==> src/rtl/mult_stage_pipe_pkg.sv <==
// Shared constants and helpers for the elastic inversion pipeline.
// Occupancy width and net polarity are derived here so callers agree on them.
package mult_stage_pipe_pkg;

  localparam int DEFAULT_WIDTH = 8;
  localparam int DEFAULT_DEPTH = 3;

  // Counter must hold 0..depth inclusive.
  function automatic int occ_width(input int depth);
    return (depth < 1) ? 1 : $clog2(depth + 1);
  endfunction

  // Odd number of inverting stages means the word leaves inverted.
  function automatic logic net_inv(input logic [31:0] mask, input int depth);
    logic parity;
    parity = 1'b0;
    for (int i = 0; i < depth; i++) begin
      parity = parity ^ mask[i];
    end
    return parity;
  endfunction

endpackage

==> src/rtl/mult_stage_pipe_stage.sv <==
// One elastic register slot: holds a word plus its valid bit, optionally inverting on load.
// Local ready lets an empty slot fill even while the slot downstream is stalled.
module mult_stage_pipe_stage
  import mult_stage_pipe_pkg::*;
#(
  parameter int WIDTH = DEFAULT_WIDTH,
  parameter bit INV   = 1'b1
) (
  input  logic             clk,
  input  logic             reset,
  input  logic             flush,
  input  logic [WIDTH-1:0] up_data,
  input  logic             up_valid,
  input  logic             down_ready,
  output logic [WIDTH-1:0] data,
  output logic             valid,
  output logic             ready
);

  assign ready = !valid | down_ready;

  always_ff @(posedge clk) begin
    if (reset) begin
      valid <= 1'b0;
      data  <= '0;
    end else if (flush) begin
      valid <= 1'b0;
    end else if (ready) begin
      valid <= up_valid;
      if (up_valid) begin
        data <= up_data ^ {WIDTH{INV}};
      end
    end
  end

endmodule

==> src/rtl/mult_stage_pipe.sv <==
// Elastic DEPTH-stage inversion pipeline with bubble collapsing and synchronous flush.
// Optional occupancy counter is compiled in with MULT_STAGE_PIPE_OCC_EN.
module mult_stage_pipe
  import mult_stage_pipe_pkg::*;
#(
  parameter int               WIDTH    = DEFAULT_WIDTH,
  parameter int               DEPTH    = DEFAULT_DEPTH,
  parameter logic [DEPTH-1:0] INV_MASK = {DEPTH{1'b1}}
) (
  input  logic             clk,
  input  logic             reset,
  input  logic [WIDTH-1:0] source,
  input  logic             source_valid,
  output logic             source_ready,
  input  logic             flush,
  output logic [WIDTH-1:0] drain,
  output logic             drain_valid,
  input  logic             drain_ready
`ifdef MULT_STAGE_PIPE_OCC_EN
  ,
  output logic [occ_width(DEPTH)-1:0] occupancy
`endif
);

  // Handshake: a word moves across a port on a rising edge where valid and
  // ready are both high; valid never depends on ready, ready is combinational
  // back from drain_ready through every stage.
  logic [WIDTH-1:0] stage_data  [DEPTH];
  logic             stage_valid [DEPTH];
  logic             rdy         [DEPTH+1];

  assign rdy[DEPTH] = drain_ready;

  for (genvar i = 0; i < DEPTH; i++) begin : g_stage
    logic [WIDTH-1:0] up_data;
    logic             up_valid;

    if (i == 0) begin : g_head
      assign up_data  = source;
      assign up_valid = source_valid;
    end else begin : g_body
      assign up_data  = stage_data[i-1];
      assign up_valid = stage_valid[i-1];
    end

    mult_stage_pipe_stage #(
      .WIDTH (WIDTH),
      .INV   (INV_MASK[i])
    ) u_stage (
      .clk        (clk),
      .reset      (reset),
      .flush      (flush),
      .up_data    (up_data),
      .up_valid   (up_valid),
      .down_ready (rdy[i+1]),
      .data       (stage_data[i]),
      .valid      (stage_valid[i]),
      .ready      (rdy[i])
    );
  end

  assign source_ready = rdy[0] & !reset & !flush;
  assign drain        = stage_data[DEPTH-1];
  assign drain_valid  = stage_valid[DEPTH-1];

`ifdef MULT_STAGE_PIPE_OCC_EN
  localparam int OCC_W = occ_width(DEPTH);

  logic [OCC_W-1:0] occ_q;
  logic             push;
  logic             pop;

  assign push      = source_valid & source_ready;
  assign pop       = drain_valid & drain_ready;
  assign occupancy = occ_q;

  always_ff @(posedge clk) begin
    if (reset || flush) begin
      occ_q <= '0;
    end else if (push && !pop) begin
      occ_q <= occ_q + OCC_W'(1);
    end else if (pop && !push) begin
      occ_q <= occ_q - OCC_W'(1);
    end
  end
`endif

endmodule

==> config.mk <==
export PLATFORM = sky130hd
export DESIGN_NAME = mult_stage_pipe
export DESIGN_NICKNAME = d
export VERILOG_FILES = /design/src/rtl/mult_stage_pipe_pkg.sv /design/src/rtl/mult_stage_pipe_stage.sv /design/src/rtl/mult_stage_pipe.sv
export SDC_FILE = /design/constraint.sdc
export NUM_CORES = 1
export LEC_CHECK = 0
export BUFFER_PORTS_ARGS = -buffer_cell sky130_fd_sc_hd__buf_2
export CORE_MARGIN = 2
export CORE_UTILIZATION = 40
export CTS_CLUSTER_SIZE = 12
export DETAILED_ROUTE_END_ITERATION = 6
export GPL_ROUTABILITY_DRIVEN = 0
export SYNTH_ARGS = -nofsm -noshare
export SYNTH_HDL_FRONTEND = slang
export SYNTH_HIERARCHICAL = 1
export SYNTH_SLANG_ARGS = --single-unit
==> constraint.sdc <==
create_clock -name clk -period 1.65 [get_ports clk]
set_clock_uncertainty 0.05 [all_clocks]
set_input_delay 0.33 -clock clk [delete_from_list [all_inputs] [get_ports clk]]
set_output_delay 0.33 -clock clk [all_outputs]
set_load 0.005 [all_outputs]
Word-level counts from Yosys, hierarchy flattened:

Cells that the tools add are included.

* reduce and logical (&&, ||, !) cells: 9
* bitwise gates (word level): 9

Operator list (count)
* inverter 8 bit: 3
* AND reduction 3 bit: 3
* zero test 1 bit: 5
* OR 1 bit: 3
* bitwise AND 1 bit: 2
* OR reduction 2 bit: 1
* inverter 1 bit: 1

* bits in registers: 27
* output and inout port bits: 10
* input port bits: 13
* logic and storage cells: 24

Depth between registers and ports, before layout:

* depth in word-level cells: 6
* gate-level depth with buffers: 8
* gate-level depth less buffers: 5

Cells and area by module:

The synthesis kept the hierarchy.

By module, submodules not included
* mult_stage_pipe_stage: instances 3, cells each 34, sequential area each 180.2 um^2, area an instance 397.9 um^2
* mult_stage_pipe: instances 1, cells each 1, sequential area each 0.0 um^2, area an instance 12.5 um^2

Least setup slack after synthesis:

Ideal clock, no wire load.

* kind: in2out
* start point: input drain_ready
* end point: output source_ready
* cell stages on the path: 7
* setup slack: -0.111 ns
* path buffers: 3
* required time: 1.270 ns
* data arrival time: 1.381 ns
* cells stage by stage: nand2b_4 -> buf_2 -> nand2b_4 -> buf_2 -> nand2b_4 -> buf_2 -> nor3b_2

RTL lines
* start, declared: line mult_stage_pipe.sv:18 `input logic drain_ready`
* end, declared: line mult_stage_pipe.sv:14 `output logic source_ready,`

==> metrics.md <==
| Metric | Value |
|---|---|
| Status | `finished, violations left` |
| Failing checks | `DRC, setup timing` |
| YS warnings | `6` |
| N_diodes | `0` |
| Worst-path cell chain | `nand2b_4, nand2b_4, nand2b_4, nor3b_2, buf_2` |
| Leading area contributor after synthesis | `dfxtp_1` |
| Commonest non-fill, non-tap cell in the layout | `dfxtp_1` |
| DRT antenna net count | `0` |
| RSZ-0062 raised after global routing | `true` |
| Share of cells above drive strength 1 | `0.5447` |
| Reg2reg setup slack | `240 ps` |
| Worst setup EP type | `output pin` |
| # setup viols final | `1` |
| First-pass GRT wire length | `4029 um` |
| CP startpoint kind | `flop` |
| Mapped Cells | `103` |
| Power density over the cells | `826.0 nW/um2` |
| CTS sink count | `27` |
| Detailed Route Iter0 Violations | `13` |
| Die area | `3470 um2` |
| Synth cell types | `13` |
| H-Tree Depth | `1` |
| Crit-path slowest cell | `dfxtp_2` |
| DIE HEIGHT | `58.91 um` |
| GRT Total Usage | `0.1471` |
| Worst Slack Setup Final | `-17.76 ps` |
| # port buffers | `22` |
| Commonest non-fill, non-tap cells in the layout | `dfxtp_1, a31oi_1, a211oi_2` |
| CP Data Required Time | `1270 ps` |
| CP startpoint | `g_stage[2].u_stage/valid` |
| Via count | `886` |
| Slew @ Worst Pin | `424.4 ps` |
| Yosys reg bits | `27` |
| TNS Setup | `-17.76 ps` |
| Post-CTS Hold Buffers | `0` |
| Initial antenna violation count | `0` |
| CP Capture Point | `source_ready` |
| Tmin final | `1668 ps` |
| DP HPWL | `1557 um` |
| Largest stage delay, worst path | `380 ps` |
| Top cells by area, synth | `dfxtp_1, a211oi_2, a31oi_1` |
| CP Max Fanout | `2` |
| Static leakage | `0.4893 nW` |
| Largest net degree at the start of global routing | `28` |
| Hold_ws | `110.1 ps` |
| Final Slew Violations | `0` |
| Num CTS Buffers | `3` |
| Vias in the first global route | `885` |
| Post-synthesis cell area | `1206 um2` |
| Detailed Route WL | `2226 um` |
| Sequential fraction of the synthesis area | `0.4481` |
| Fmax | `0.5996 GHz` |
| Die width | `58.91 um` |
| Hold WC Path Type | `in2reg` |
| Pwr Total | `1.114 mW` |
| Worst hold path startpoint | `source[6]` |
| Mean area per synthesized cell | `11.71 um2` |
| P&R area growth vs syn | `11.83%` |
| DR vias/cell | `5.753` |
| Boundary pin count | `23` |
| Nets | `137` |
| Most used cell along the critical path | `nand2b_4` |
| Critical path type | `reg2out` |
| Grt ovf | `0` |
| Worst EP arrival | `1290 ps` |
| Worst flop-to-flop path endpoint | `g_stage[0].u_stage/data[0]` |
| Max IR drop VDD | `0.0003555 V` |
| Wire length per cell | `14.45 um` |
| Final period utilization | `1.011` |
| RR Startpoint | `g_stage[2].u_stage/valid` |
| Yosys top cell area share | `0.4481` |
| DRC errors left | `3` |
| Initial Util | `0.4300` |
| Row Count | `19` |
| Slew HR | `0.7170` |
| Reg2reg path depth | `6` |
| Reg clk slew, reported paths | `160 ps` |
| CTS Root Buffer Type | `clkbuf_4` |
| Drt first pass iters | `6` |
| Core area | `2805 um2` |
| Final core occ | `0.4808` |
| CTS tree | `yes` |
| Hold Fails Final Rpt | `0` |
| Setup Slack @ Placement | `112.5 ps` |
| Max-Cap Viols | `0` |
| Max Root-Sink Buffers | `2` |
| Syn Nets | `116` |
| Clock Latency Late Sink | `320 ps` |
| Fill count | `268` |
worst max-delay path, delay by kind of cell (launching register included):
kind | cells | cell delay [ps]
DFF | 1 | 380
buffers and inverters | 1 | 120
and+or+nand+nor | 4 | 470
state kept, by name, summed over array words and instances (netlist names):
name / flops
g_stage.u_stage/data: 24
g_stage.u_stage/valid: 3
cells in the mapped netlist:
cell      count
buf_2         3
buf_4         3
nor3b_2       1
inv_1         3
inv_2         3
and3_4        3
buf_6         3
clkbuf_1      3
a211oi_1      3
a211oi_2     24
a31oi_1      24
nand2b_4      3
dfxtp_1      27
metrics by stage:
step	std cells	instance area, um2
finish	154	1349
global route	154	1349
CTS	154	1349
detailed placement	149	1310
global placement	149	1310
floorplan	103	1221
final cells by class:
class	instances	area, um2	area share
inverters	6	22.52	0.01670
repair buffers	28	155.1	0.1150
multi-input cells	58	560.5	0.4156
clock inverters	1	7.507	0.005566
flip-flops and latches	27	541.8	0.4017
clock buffers	3	22.52	0.01670
well taps	31	38.79	0.02876
logic make-up after synthesis:
| group | count (synthesis) | synth area share |
|---|---|---|
| AND/OR/NAND/NOR | 7 | 0.07261 |
| buffers and inverters | 18 | 0.08713 |
| flip-flops | 27 | 0.4481 |
| AO/OA/AOI/OAI | 51 | 0.3921 |
per-layer routing:
| metal | up-vias | routed length (um) | global-route usage |
|---|---|---|---|
| li1 | 442 | - | - |
| met5 | - | 0 | 0 |
| met1 | 416 | 1123 | 0.2087 |
| met3 | 2 | 134 | 0.02857 |
| met2 | 26 | 957 | 0.2286 |
| met4 | 0 | 11 | 0.03896 |
worst min path at each step:
stage	endpoint	slack [ps]	cells after the start
after floorplan	g_stage[0].u_stage/valid	350	1
after global placement	g_stage[1].u_stage/data[4]	390	1
after detailed placement	g_stage[1].u_stage/data[7]	400	1
after CTS	g_stage[0].u_stage/data[6]	100	2
after global routing	g_stage[0].u_stage/data[7]	90	2
final	g_stage[0].u_stage/data[6]	110	2
repair_timing:
action	4_1_cts	5_1_grt
gates resized for setup	1	0
gates cloned	0	0
setup buffers	1	0
endpoints found under the setup margin	1	1
power breakdown:
group	internal, mW	switching, mW
sequential	0.676	0.0172
combinational	0.0515	0.0705
clock	0.0926	0.206
Power figures use the tool's default switching activity.
